<file path="src/rtl/cbfp_index_buffer_if.sv">
// Handshake bundle between the stage-0 CBFP normaliser, the index buffer and
// the downstream index-combining stage.
interface cbfp_index_buffer_if #(
   parameter int unsigned IDX_WIDTH = 5
) ();
   logic                 din_valid;
   logic [IDX_WIDTH-1:0] index_re_in;
   logic [IDX_WIDTH-1:0] index_im_in;
   logic                 idx_ready;
   logic                 idx_valid;
   logic [IDX_WIDTH-1:0] idx_re;
   logic [IDX_WIDTH-1:0] idx_im;

   modport master (
      output din_valid, index_re_in, index_im_in, idx_ready,
      input  idx_valid, idx_re, idx_im
   );

   modport slave (
      input  din_valid, index_re_in, index_im_in, idx_ready,
      output idx_valid, idx_re, idx_im
   );
endinterface

</file>
<file path="src/rtl/cbfp_index_buffer.sv">
// Captures one real/imag shift-index pair per 64-point block from the CBFP
// normaliser and queues it in a first-word-fall-through FIFO for later denormalisation.
module cbfp_index_buffer #(
   parameter int unsigned IDX_WIDTH       = 5,
   parameter int unsigned BEATS_PER_BLOCK = 4,
   parameter int unsigned DEPTH           = 8,
   parameter int unsigned PTR_WIDTH       = $clog2(DEPTH)
) (
   input  logic                   clk,
   input  logic                   rst,
   cbfp_index_buffer_if.slave     bus,
   input  logic                   flush,
   output logic [PTR_WIDTH:0]     count,
   output logic                   full,
   output logic                   overflow
);
   localparam int unsigned CNT_W  = PTR_WIDTH + 1;
   localparam int unsigned BEAT_W = (BEATS_PER_BLOCK > 1) ? $clog2(BEATS_PER_BLOCK) : 1;
   localparam int unsigned ENTRY_W = 2 * IDX_WIDTH;

   logic [BEAT_W-1:0]    beat_cnt;
   logic [PTR_WIDTH-1:0] wr_ptr;
   logic [PTR_WIDTH-1:0] rd_ptr;
   logic [CNT_W-1:0]     count_q;
   logic                 valid_q;
   logic                 full_q;
   logic                 overflow_q;
   logic [ENTRY_W-1:0]   mem [DEPTH];
   logic [ENTRY_W-1:0]   head;

   logic                 last_beat_c;
   logic                 pop_c;
   logic                 push_c;
   logic [CNT_W-1:0]     count_nxt_c;

   // A full FIFO still accepts a push when the same edge pops the head.
   always_comb begin
      last_beat_c = 1'b0;
      pop_c       = 1'b0;
      push_c      = 1'b0;
      count_nxt_c = count_q;
      last_beat_c = bus.din_valid && (beat_cnt == BEAT_W'(BEATS_PER_BLOCK - 1));
      pop_c       = valid_q && bus.idx_ready;
      push_c      = last_beat_c && (!full_q || pop_c);
      if (push_c && !pop_c) begin
         count_nxt_c = count_q + CNT_W'(1);
      end else if (pop_c && !push_c) begin
         count_nxt_c = count_q - CNT_W'(1);
      end
   end

   always_ff @(posedge clk) begin
      if (rst || flush) begin
         beat_cnt   <= '0;
         wr_ptr     <= '0;
         rd_ptr     <= '0;
         count_q    <= '0;
         valid_q    <= 1'b0;
         full_q     <= 1'b0;
         overflow_q <= 1'b0;
      end else begin
         if (bus.din_valid) begin
            beat_cnt <= last_beat_c ? '0 : beat_cnt + BEAT_W'(1);
         end
         if (push_c) begin
            wr_ptr <= wr_ptr + PTR_WIDTH'(1);
         end
         if (pop_c) begin
            rd_ptr <= rd_ptr + PTR_WIDTH'(1);
         end
         count_q <= count_nxt_c;
         valid_q <= (count_nxt_c != '0);
         full_q  <= (count_nxt_c == CNT_W'(DEPTH));
         if (last_beat_c && !push_c) begin
            overflow_q <= 1'b1;
         end
      end
   end

   // Storage needs no reset; stale entries are never presented while count is zero.
   always_ff @(posedge clk) begin
      if (push_c && !rst && !flush) begin
         mem[wr_ptr] <= {bus.index_re_in, bus.index_im_in};
      end
   end

   assign head          = mem[rd_ptr];
   assign bus.idx_valid = valid_q;
   assign bus.idx_re    = valid_q ? head[ENTRY_W-1:IDX_WIDTH] : '0;
   assign bus.idx_im    = valid_q ? head[IDX_WIDTH-1:0] : '0;
   assign count         = count_q;
   assign full          = full_q;
   assign overflow      = overflow_q;
endmodule

</file>
<file path="src/flat_wrapper.sv">
// flat-port wrapper written by rule: the top's interface ports become plain ports
module cbfp_index_buffer_flat 
#(
   parameter int unsigned IDX_WIDTH       = 5,
   parameter int unsigned BEATS_PER_BLOCK = 4,
   parameter int unsigned DEPTH           = 8,
   parameter int unsigned PTR_WIDTH       = $clog2(DEPTH)
)
  (clk, rst, flush, count, full, overflow, bus_din_valid, bus_index_re_in, bus_index_im_in, bus_idx_ready, bus_idx_valid, bus_idx_re, bus_idx_im);
  cbfp_index_buffer_if #(.IDX_WIDTH(IDX_WIDTH)) bus_i ();
  input  logic clk;
  input  logic rst;
  input  logic flush;
  output logic [PTR_WIDTH:0] count;
  output logic full;
  output logic overflow;
  input wire logic [$bits(bus_i.din_valid)-1:0] bus_din_valid;
  input wire logic [$bits(bus_i.index_re_in)-1:0] bus_index_re_in;
  input wire logic [$bits(bus_i.index_im_in)-1:0] bus_index_im_in;
  input wire logic [$bits(bus_i.idx_ready)-1:0] bus_idx_ready;
  output wire logic [$bits(bus_i.idx_valid)-1:0] bus_idx_valid;
  output wire logic [$bits(bus_i.idx_re)-1:0] bus_idx_re;
  output wire logic [$bits(bus_i.idx_im)-1:0] bus_idx_im;
  assign bus_i.din_valid = bus_din_valid;
  assign bus_i.index_re_in = bus_index_re_in;
  assign bus_i.index_im_in = bus_index_im_in;
  assign bus_i.idx_ready = bus_idx_ready;
  assign bus_idx_valid = bus_i.idx_valid;
  assign bus_idx_re = bus_i.idx_re;
  assign bus_idx_im = bus_i.idx_im;
  cbfp_index_buffer #(.IDX_WIDTH(IDX_WIDTH), .BEATS_PER_BLOCK(BEATS_PER_BLOCK), .DEPTH(DEPTH), .PTR_WIDTH(PTR_WIDTH)) u_core (.clk(clk), .rst(rst), .bus(bus_i), .flush(flush), .count(count), .full(full), .overflow(overflow));
endmodule
</file>
<file path="config.mk">
export PLATFORM = sky130hd
export DESIGN_NAME = cbfp_index_buffer_flat
export DESIGN_NICKNAME = d
export VERILOG_FILES = /design/src/rtl/cbfp_index_buffer_if.sv /design/src/rtl/cbfp_index_buffer.sv /design/src/flat_wrapper.sv
export SDC_FILE = /design/constraint.sdc
export NUM_CORES = 1
export LEC_CHECK = 0
export ABC_AREA = 0
export BUFFER_PORTS_ARGS = -buffer_cell sky130_fd_sc_hd__buf_2
export CELL_PAD_IN_SITES_DETAIL_PLACEMENT = 1
export CELL_PAD_IN_SITES_GLOBAL_PLACEMENT = 1
export CORE_ASPECT_RATIO = 0.5
export CORE_MARGIN = 4
export CORE_UTILIZATION = 45
export CTS_CLUSTER_SIZE = 24
export DETAILED_ROUTE_END_ITERATION = 8
export PLACE_DENSITY = 0.71
export SYNTH_ARGS = -nofsm -noshare
export SYNTH_HDL_FRONTEND = slang
export SYNTH_SLANG_ARGS = --single-unit
</file>
<file path="constraint.sdc">
create_clock -name clk -period 3.1 [get_ports clk]
set_clock_uncertainty 0.1 [all_clocks]
set_input_delay 0 -clock clk [delete_from_list [all_inputs] [get_ports clk]]
set_output_delay 0 -clock clk [all_outputs]
set_load 0.01 [all_outputs]
</file>
== Word level (Yosys, flattened, before mapping) ==
Memory sizes are Yosys's and may differ from the RTL's. A register that Yosys moved wholly into a read port is not among the register bits.
Index checks and enable logic that the tools add are counted.

* Mux-type cells: 9
* $add $sub $neg: 5
* Multipliers: 0
* Bitwise gates (word level): 0
* Shift-type cells: 0
* Order comparisons: 0
* Eq/ne operators: 2
* Div/mod/pow operators: 0
* Reduce and logical (&&, ||, !) cells: 16

{| class="wikitable"
|+ Operator list
! cell !! number
|-
| $mux W5 || 2
|-
| $logic_and A1 B1 Y1 || 8
|-
| $mux W4 || 2
|-
| $add A3 B1 Y3 const B || 2
|-
| $mux W3 || 2
|-
| $logic_not A1 Y1 || 5
|-
| $add A4 B1 Y4 const B || 1
|-
| $eq A4 B4 Y1 const B || 1
|-
| $reduce_bool A4 Y1 || 1
|-
| $sub A4 B1 Y4 const B || 1
|-
| $add A2 B1 Y2 const B || 1
|-
| $eq A2 B2 Y1 const B || 1
|-
| $logic_or A1 B1 Y1 || 2
|-
| $mux W1 || 2
|-
| $mux W2 || 1
|}

* Bits in registers: 15
* Input port bits: 15
* Word-level logic and storage cells: 40
* RAM bits: 80
* Latch bits: 0
* ROM bits: 0
* Memories kept: 1
* Output and inout port bits: 17

{| class="wikitable"
|+ Memory list
! name !! words !! width !! read ports !! clocked after memory_dff !! write ports !! line !! text
|-
| u_core.mem || 8 || 10 || 1 || 1 || 1 || cbfp_index_buffer.sv:28 || <nowiki>logic [ENTRY_W-1:0] mem [DEPTH];</nowiki>
|}

== Depth between registers and ports, before layout ==
Gate-level depths: netlist (run 1).

* Depth after elaboration: 8
* Gate-level depth with buffers: 6
* Gate-level depth less buffers: 6

== Worst setup path before layout (run 1) ==
OpenSTA, ideal clock, no wires.

* Path kind: flip-flop to flip-flop
* From: reg u_core.beat_cnt[0]
* To: mem u_core.mem[1][0] in the netlist's numbering, enable pin
* Path buffers: 0
* Arrival time: 1.778 ns
* Stages on the path, launching flop included: 6
* Library setup time: 0.390 ns
* Path slack: 0.832 ns
* Clock period less this slack: 2.268 ns
* Required time: 2.610 ns
* Path through: dfxtp_1 ha_1 nand2_1 a21oi_2 nand3_1 nor3_1

* Cells in the longest elaborated chain, start to end: 7

{| class="wikitable"
|+ RTL lines
! what !! line !! text
|-
| start, declared || cbfp_index_buffer.sv:21 || <nowiki>logic [BEAT_W-1:0] beat_cnt;</nowiki>
|-
| start signal, assigned || cbfp_index_buffer.sv:63 || <nowiki>beat_cnt <= last_beat_c ? '0 : beat_cnt + BEAT_W'(1);</nowiki>
|-
| $eq A2 B2 Y1 || cbfp_index_buffer.sv:42 || <nowiki>last_beat_c = bus.din_valid && (beat_cnt == BEAT_W'(BEATS_PER_BLOCK - 1));</nowiki>
|-
| $logic_and A1 B1 Y1 || cbfp_index_buffer.sv:42 ||
|-
| $logic_and A1 B1 Y1 || cbfp_index_buffer.sv:44 || <nowiki>push_c = last_beat_c && (!full_q || pop_c);</nowiki>
|-
| $logic_and A1 B1 Y1 (2 in series) || cbfp_index_buffer.sv:82 || <nowiki>if (push_c && !rst && !flush) begin</nowiki>
|-
| $mux W1 || cbfp_index_buffer.sv:82 ||
|-
| $mux W1 (implied by the code) || cbfp_index_buffer.sv:83 || <nowiki>mem[wr_ptr] <= {bus.index_re_in, bus.index_im_in};</nowiki>
|-
| end, declared || cbfp_index_buffer.sv:28 ||
|}

No other way between the ends.

==> results of run 1 <==
worst max-delay path: stages (launching register included):
cell and delay (ps):
dfxtp_1 1010, mux4_2 460, mux2i_1 180, nor2b_1 60
buf_2 140
state kept, by name, summed over array words and instances, names as in the netlist, named ones only:
name                  count
u_core.beat_cnt           2
u_core.bus.idx_valid      1
u_core.count              4
u_core.full               1
u_core.mem               80
u_core.overflow           1
u_core.rd_ptr             3
u_core.wr_ptr             3
worst paths after layout:
path	startpoint	to	slack, ps	cells past startpoint
setup / recovery	flip-flop	bus_idx_re[2]	810	4
hold / removal	flush	u_core.count[1]	60	3
setup reg to reg	u_core.beat_cnt[0]	u_core.mem[0][1]	1050	6
hold reg to reg	u_core.rd_ptr[1]	u_core.rd_ptr[1]	400	2
routing by layer:
metal / global-route usage / up-vias / part of all wire
met5: 0 / - / 0
met4: 0.0488 / 0 / 0.0050
met3: 0.0514 / 5 / 0.062
met2: 0.292 / 64 / 0.47
met1: 0.241 / 1066 / 0.46
li1: - / 943 / -
cell families after synthesis:
kind of cell / after synthesis / synth area share
flip-flops: 98 / 0.717
AND/OR/NAND/NOR: 52 / 0.0691
multiplexers: 34 / 0.153
buffers and inverters: 11 / 0.0114
AO/OA/AOI/OAI: 10 / 0.0175
XOR/XNOR: 7 / 0.0159
adder cells (fa/ha/maj): 5 / 0.0162
timing repair:
action | in CTS | in global routing
hold buffers | 12 | 0
setup endpoints to repair | 0 | 0
endpoints found under the hold margin | 85 | 0
stage by stage:
step	std cells	power [W]	utilization	setup WS, ps
2_1_floorplan	217	0.00146	-	832
5_1_grt	390	0.00273	0.567	728
3_3_place_gp	362	0.00148	0.513	1200
6_report	390	0.00264	0.567	812
4_1_cts	390	0.00267	0.567	779
3_5_place_dp	362	0.00149	0.513	1050
synth_stat cells, drive strengths merged (4+ instances only):
master and instances:
edfxtp 80, nor2 21, mux4 20, dfxtp 18, mux2i 14, nor2b 10, nand2 8, a21oi 5
clkbuf 5, ha 5, nor3 5, xor2 4
cell type report:
type	instances	area, um2
clock buffers	11	243
clock inverters	5	77.6
fillers	771	3540
inverters	3	11.3
multi-input cells	108	1050
flip-flops and latches	98	2760
well taps	112	140
repair buffers	53	350
report_power, final:
group | switching [W] | leakage [nW] | internal, W | total, W
registers | 0.000000655 | 0.864 | 0.00142 | 0.00142
clock network | 0.000444 | 0.156 | 0.000726 | 0.00117
logic | 0.0000274 | 0.542 | 0.0000193 | 0.0000467
==> flow_summary.json, run 1 <==
{
  "first_pass_iters": 4,
  "drv_slew": 0,
  "grt_overflow_total": 0,
  "grt_usage": 0.179,
  "rows": 23,
  "final_common_cell": "edfxtp_1",
  "cap_viol_max_count": 0,
  "cts_buffer_depth": 2,
  "first_iter_violations": 172,
  "cts_tree": "done",
  "dpl-instance-area_um2": 4190,
  "synthTopCellsByArea": "edfxtp_1, mux4_2, dfxtp_1",
  "worst-setup-path-type": "flip-flop to output pin",
  "cp.arrival_ps": 2190,
  "synth_edf_count": 80,
  "cts_inserted_buffers": 9,
  "synthCells": 217,
  "fmax_ghz": 0.437,
  "drive_gt1_frac": 0.288,
  "synth_top_area_share": 0.623,
  "grt_max_degree": 21,
  "h-tree-depth": 3,
  "top_level_ports": 32,
  "tightestPinTransition_ps": 1040,
  "initial_core_util": 0.472,
  "relSlewSlack": 0.302,
  "synth_flop_cell": "edfxtp_1",
  "period_minus_slack_ps": 2290,
  "path_max_fanout": 20,
  "routed-via-count": 2078,
  "drc": 0,
  "ys_seq_area_frac": 0.717,
  "cellPowerDensity_nw_per_um2": 569,
  "cp-start-kind": "flip-flop",
  "post-cts-setup-buffers": 0,
  "io_buffers": 31,
  "cts-root-buf": "clkbuf_16",
  "clock_sinks": 98,
  "syn2layout_area_growth_pct": 20.2,
  "first_global_vias": 2276,
  "grt_pass1_wl_um": 13300,
  "wl_per_cell_um": 21.4,
  "status": "completed",
  "final_cell_mix": "edfxtp_1, buf_2, nor2_1",
  "post_cts_resized": 0,
  "tns_ps": 0,
  "hold_viol": 0,
  "hpwl_um": 5650,
  "die_w_um": 139,
  "clkLatencyLatePin_ps": 330,
  "core_area_um2": 8170,
  "whs_ps": 64.1,
  "leakagePower_nw": 1.56,
  "netlist_area_um2": 3850,
  "wirelength_um": 8330,
  "async_reset_ff_frac": 0,
  "setup_viol": 0,
  "period_share": 0.738,
  "die-area_um2": 10200,
  "design_area_um2": 4630,
  "via_per_inst": 5.33,
  "grt_setup_unrepaired": "no",
  "diodes": 0,
  "grt_antenna_before_repair": 0,
  "end_kind": "output pin",
  "hold_path.class": "input port to flip-flop",
  "place_congestion": 0.760,
  "yosysWarnings": 0,
  "yosysTopAreaCell": "edfxtp_1",
  "avgSynthCellArea_um2": 17.8,
  "ant_nets": 0,
  "nNetsFinal": 293,
  "peakVddDrop_uv": 285,
  "cp.required_ps": 3000,
  "synth_fp_nets": 237,
  "yosys_register_bits": 98,
  "netlist-cell-type-count": 29,
  "fp.dieH_um": 73.4,
  "cts.clk_slew.worst_paths_ps": 60
}
Note: power is estimated with default switching activity, not from simulation.
==> run 2, diff against run 1 <==
--- a/config.mk
+++ b/config.mk
@@ -14,7 +14,7 @@
 export CORE_UTILIZATION = 45
 export CTS_CLUSTER_SIZE = 24
 export DETAILED_ROUTE_END_ITERATION = 8
-export PLACE_DENSITY = 0.71
+export PLACE_DENSITY = 0.74
 export SYNTH_ARGS = -nofsm -noshare
 export SYNTH_HDL_FRONTEND = slang
 export SYNTH_SLANG_ARGS = --single-unit
==> constraint.sdc (replaced) <==
create_clock -name clk -period 1.92 [get_ports clk]
set_clock_uncertainty 0.1 [all_clocks]
set_input_delay 0 -clock clk [delete_from_list [all_inputs] [get_ports clk]]
set_output_delay 0 -clock clk [all_outputs]
set_load 0.01 [all_outputs]
==> run 2 against run 1 <==
Compared with the run above:
- the run now ends with negative setup slack left
- routed wire length grew 0.20%
- via count grew 0.19%
- critical path depth grew 1
- sequential share of layout area shrank 2.1 points
- largest cell class unchanged
- worst setup slack lost 820 ps
- final cell count grew 2.3%
- die area is the same
- sequential power grew 61%
- hold slack lost 21 ps
- register-to-register slack lost 970 ps
- power grew 58%
- clock power grew 55%
==> flow_summary.json, run 2 (synthesized netlist as in run 1, its figures left out) <==
{
  "grt_max_degree": 21,
  "first_iter_violations": 131,
  "fmax_ghz": 0.519,
  "h-tree-depth": 3,
  "grt_setup_unrepaired": "yes",
  "cts.clk_slew.worst_paths_ps": 60,
  "cp.arrival_ps": 1830,
  "routed-via-count": 2082,
  "syn2layout_area_growth_pct": 25.0,
  "end_kind": "output pin",
  "leakagePower_nw": 1.63,
  "initial_core_util": 0.472,
  "first_pass_iters": 4,
  "die_w_um": 139,
  "finalPower_w": 0.00417,
  "wirelength_um": 8340,
  "drive_gt1_frac": 0.355,
  "final.setup.worst_slack_ps": -7.60,
  "fp.dieH_um": 73.4,
  "clock_sinks": 98,
  "dpl-instance-area_um2": 4250,
  "cp-start-kind": "flip-flop",
  "setup_viol": 1,
  "status": "finished with violations",
  "first_global_vias": 2266,
  "place_congestion": 0.785,
  "period_share": 1.00,
  "crit_path_max_incr_delay_ps": 540,
  "largest_reg_flops": 80,
  "grt_overflow_total": 0,
  "clkLatencyLatePin_ps": 340,
  "whs_ps": 43.4,
  "core_area_um2": 8170,
  "diodes": 0,
  "grt_antenna_before_repair": 0,
  "violations": "negative setup slack",
  "cts_inserted_buffers": 9,
  "nNetsFinal": 302,
  "grt_usage": 0.168,
  "period_minus_slack_ps": 1930,
  "crit_buf_inv": 2,
  "cts-root-buf": "clkbuf_16",
  "worst-setup-path-type": "flip-flop to output pin",
  "cts_buffer_depth": 2,
  "cap_viol_max_count": 0,
  "cellPowerDensity_nw_per_um2": 866,
  "hold_viol": 0,
  "via_per_inst": 5.22,
  "cp.required_ps": 1820,
  "die-area_um2": 10200,
  "rows": 23,
  "pre_cts_ws_ps": 55.8,
  "tightestPinTransition_ps": 438,
  "fillCellCount": 761,
  "grt_pass1_wl_um": 12600,
  "cpLargestDelayFamily": "multiplexers",
  "design_area_um2": 4820,
  "regMostFlops": "u_core.mem",
  "hold_path.class": "input port to flip-flop",
  "wl_per_cell_um": 20.9,
  "relSlewSlack": 0.708,
  "ant_nets": 0,
  "final_cell_mix": "edfxtp_1, buf_2, mux4_2",
  "drv_slew": 0,
  "path_cells": "buf_12 -> mux4_2 -> mux2i_1 -> nor2b_1 -> buf_2",
  "hpwl_um": 5230,
  "peakVddDrop_uv": 392,
  "cts_tree": "done",
  "top_level_ports": 32,
  "cp_slowest_cell": "mux4_2",
  "final_common_cell": "edfxtp_1",
  "path_max_fanout": 5,
  "drc": 0,
  "io_buffers": 31
}
## run 2: cell count changes in the layout (fill, tap and decap cells not counted), moves of 2 or more
cell / change
dfxtp_1: -3
dfxtp_4: +2
nor3_2: +2
nor2_1: -4
nor3_1: -2
buf_6: +9
nor2_2: +3
buf_4: -4
## run 2: worst min-delay path, delay by kind of cell
family,cells,cell delay [ps]
buf+inv,1,80
simple gates,2,370
## run 2: path summary, 6_finish.rpt
path	slack [ps]	to	depth (start not counted)	startpoint
max reg2reg	80	u_core.mem[0][5]	6	u_core.beat_cnt[0]
max	-8	bus_idx_im[1]	5	flip-flop
min reg2reg	410	flip-flop	2	u_core.rd_ptr[1]
min	40	flip-flop	3	flush
## run 2: report_power, final
| group | leakage [nW] | total (W) | internal [W] | switching (W) |
|---|---|---|---|---|
| clock network | 0.148 | 0.00181 | 0.00102 | 0.000786 |
| logic | 0.618 | 0.0000734 | 0.0000321 | 0.0000413 |
| registers | 0.866 | 0.00229 | 0.00229 | 0.00000174 |
| total | 1.63 | 0.00417 | 0.00334 | 0.000829 |
## run 2: through the flow
step | utilization | cells | TNS, ps
5_1_grt | 0.589 | 399 | -642
3_3_place_gp | 0.519 | 366 | 0
3_5_place_dp | 0.519 | 366 | 0
4_1_cts | 0.575 | 395 | -58.5
6_report | 0.589 | 399 | -7.60
2_1_floorplan | - | 217 | -5810
## run 2: repair_timing
item | 4_1_cts | 5_1_grt
gates cloned | 1 | 3
endpoints found under the hold margin | 85 | 0
gates resized for setup | 3 | 23
setup buffers | 0 | 1
endpoints found under the setup margin | 8 | 90
pin swaps | 0 | 2
hold buffers | 12 | 0
## run 2: metal layers
metal | up-vias | track usage | part of all wire
li1 | 972 | - | -
met1 | 1060 | 0.213 | 0.45
met2 | 41 | 0.285 | 0.50
met3 | 9 | 0.0533 | 0.038
met4 | 0 | 0.0521 | 0.0072
met5 | - | 0 | 0
## run 2: cell type report
type	count	area, um2	area share
well taps	112	140	0.0291
clock inverters	7	76.3	0.0158
multi-input cells	108	1090	0.227
repair buffers	62	499	0.104
inverters	3	11.3	0.00234
clock buffers	9	225	0.0468
flip-flops and latches	98	2770	0.575
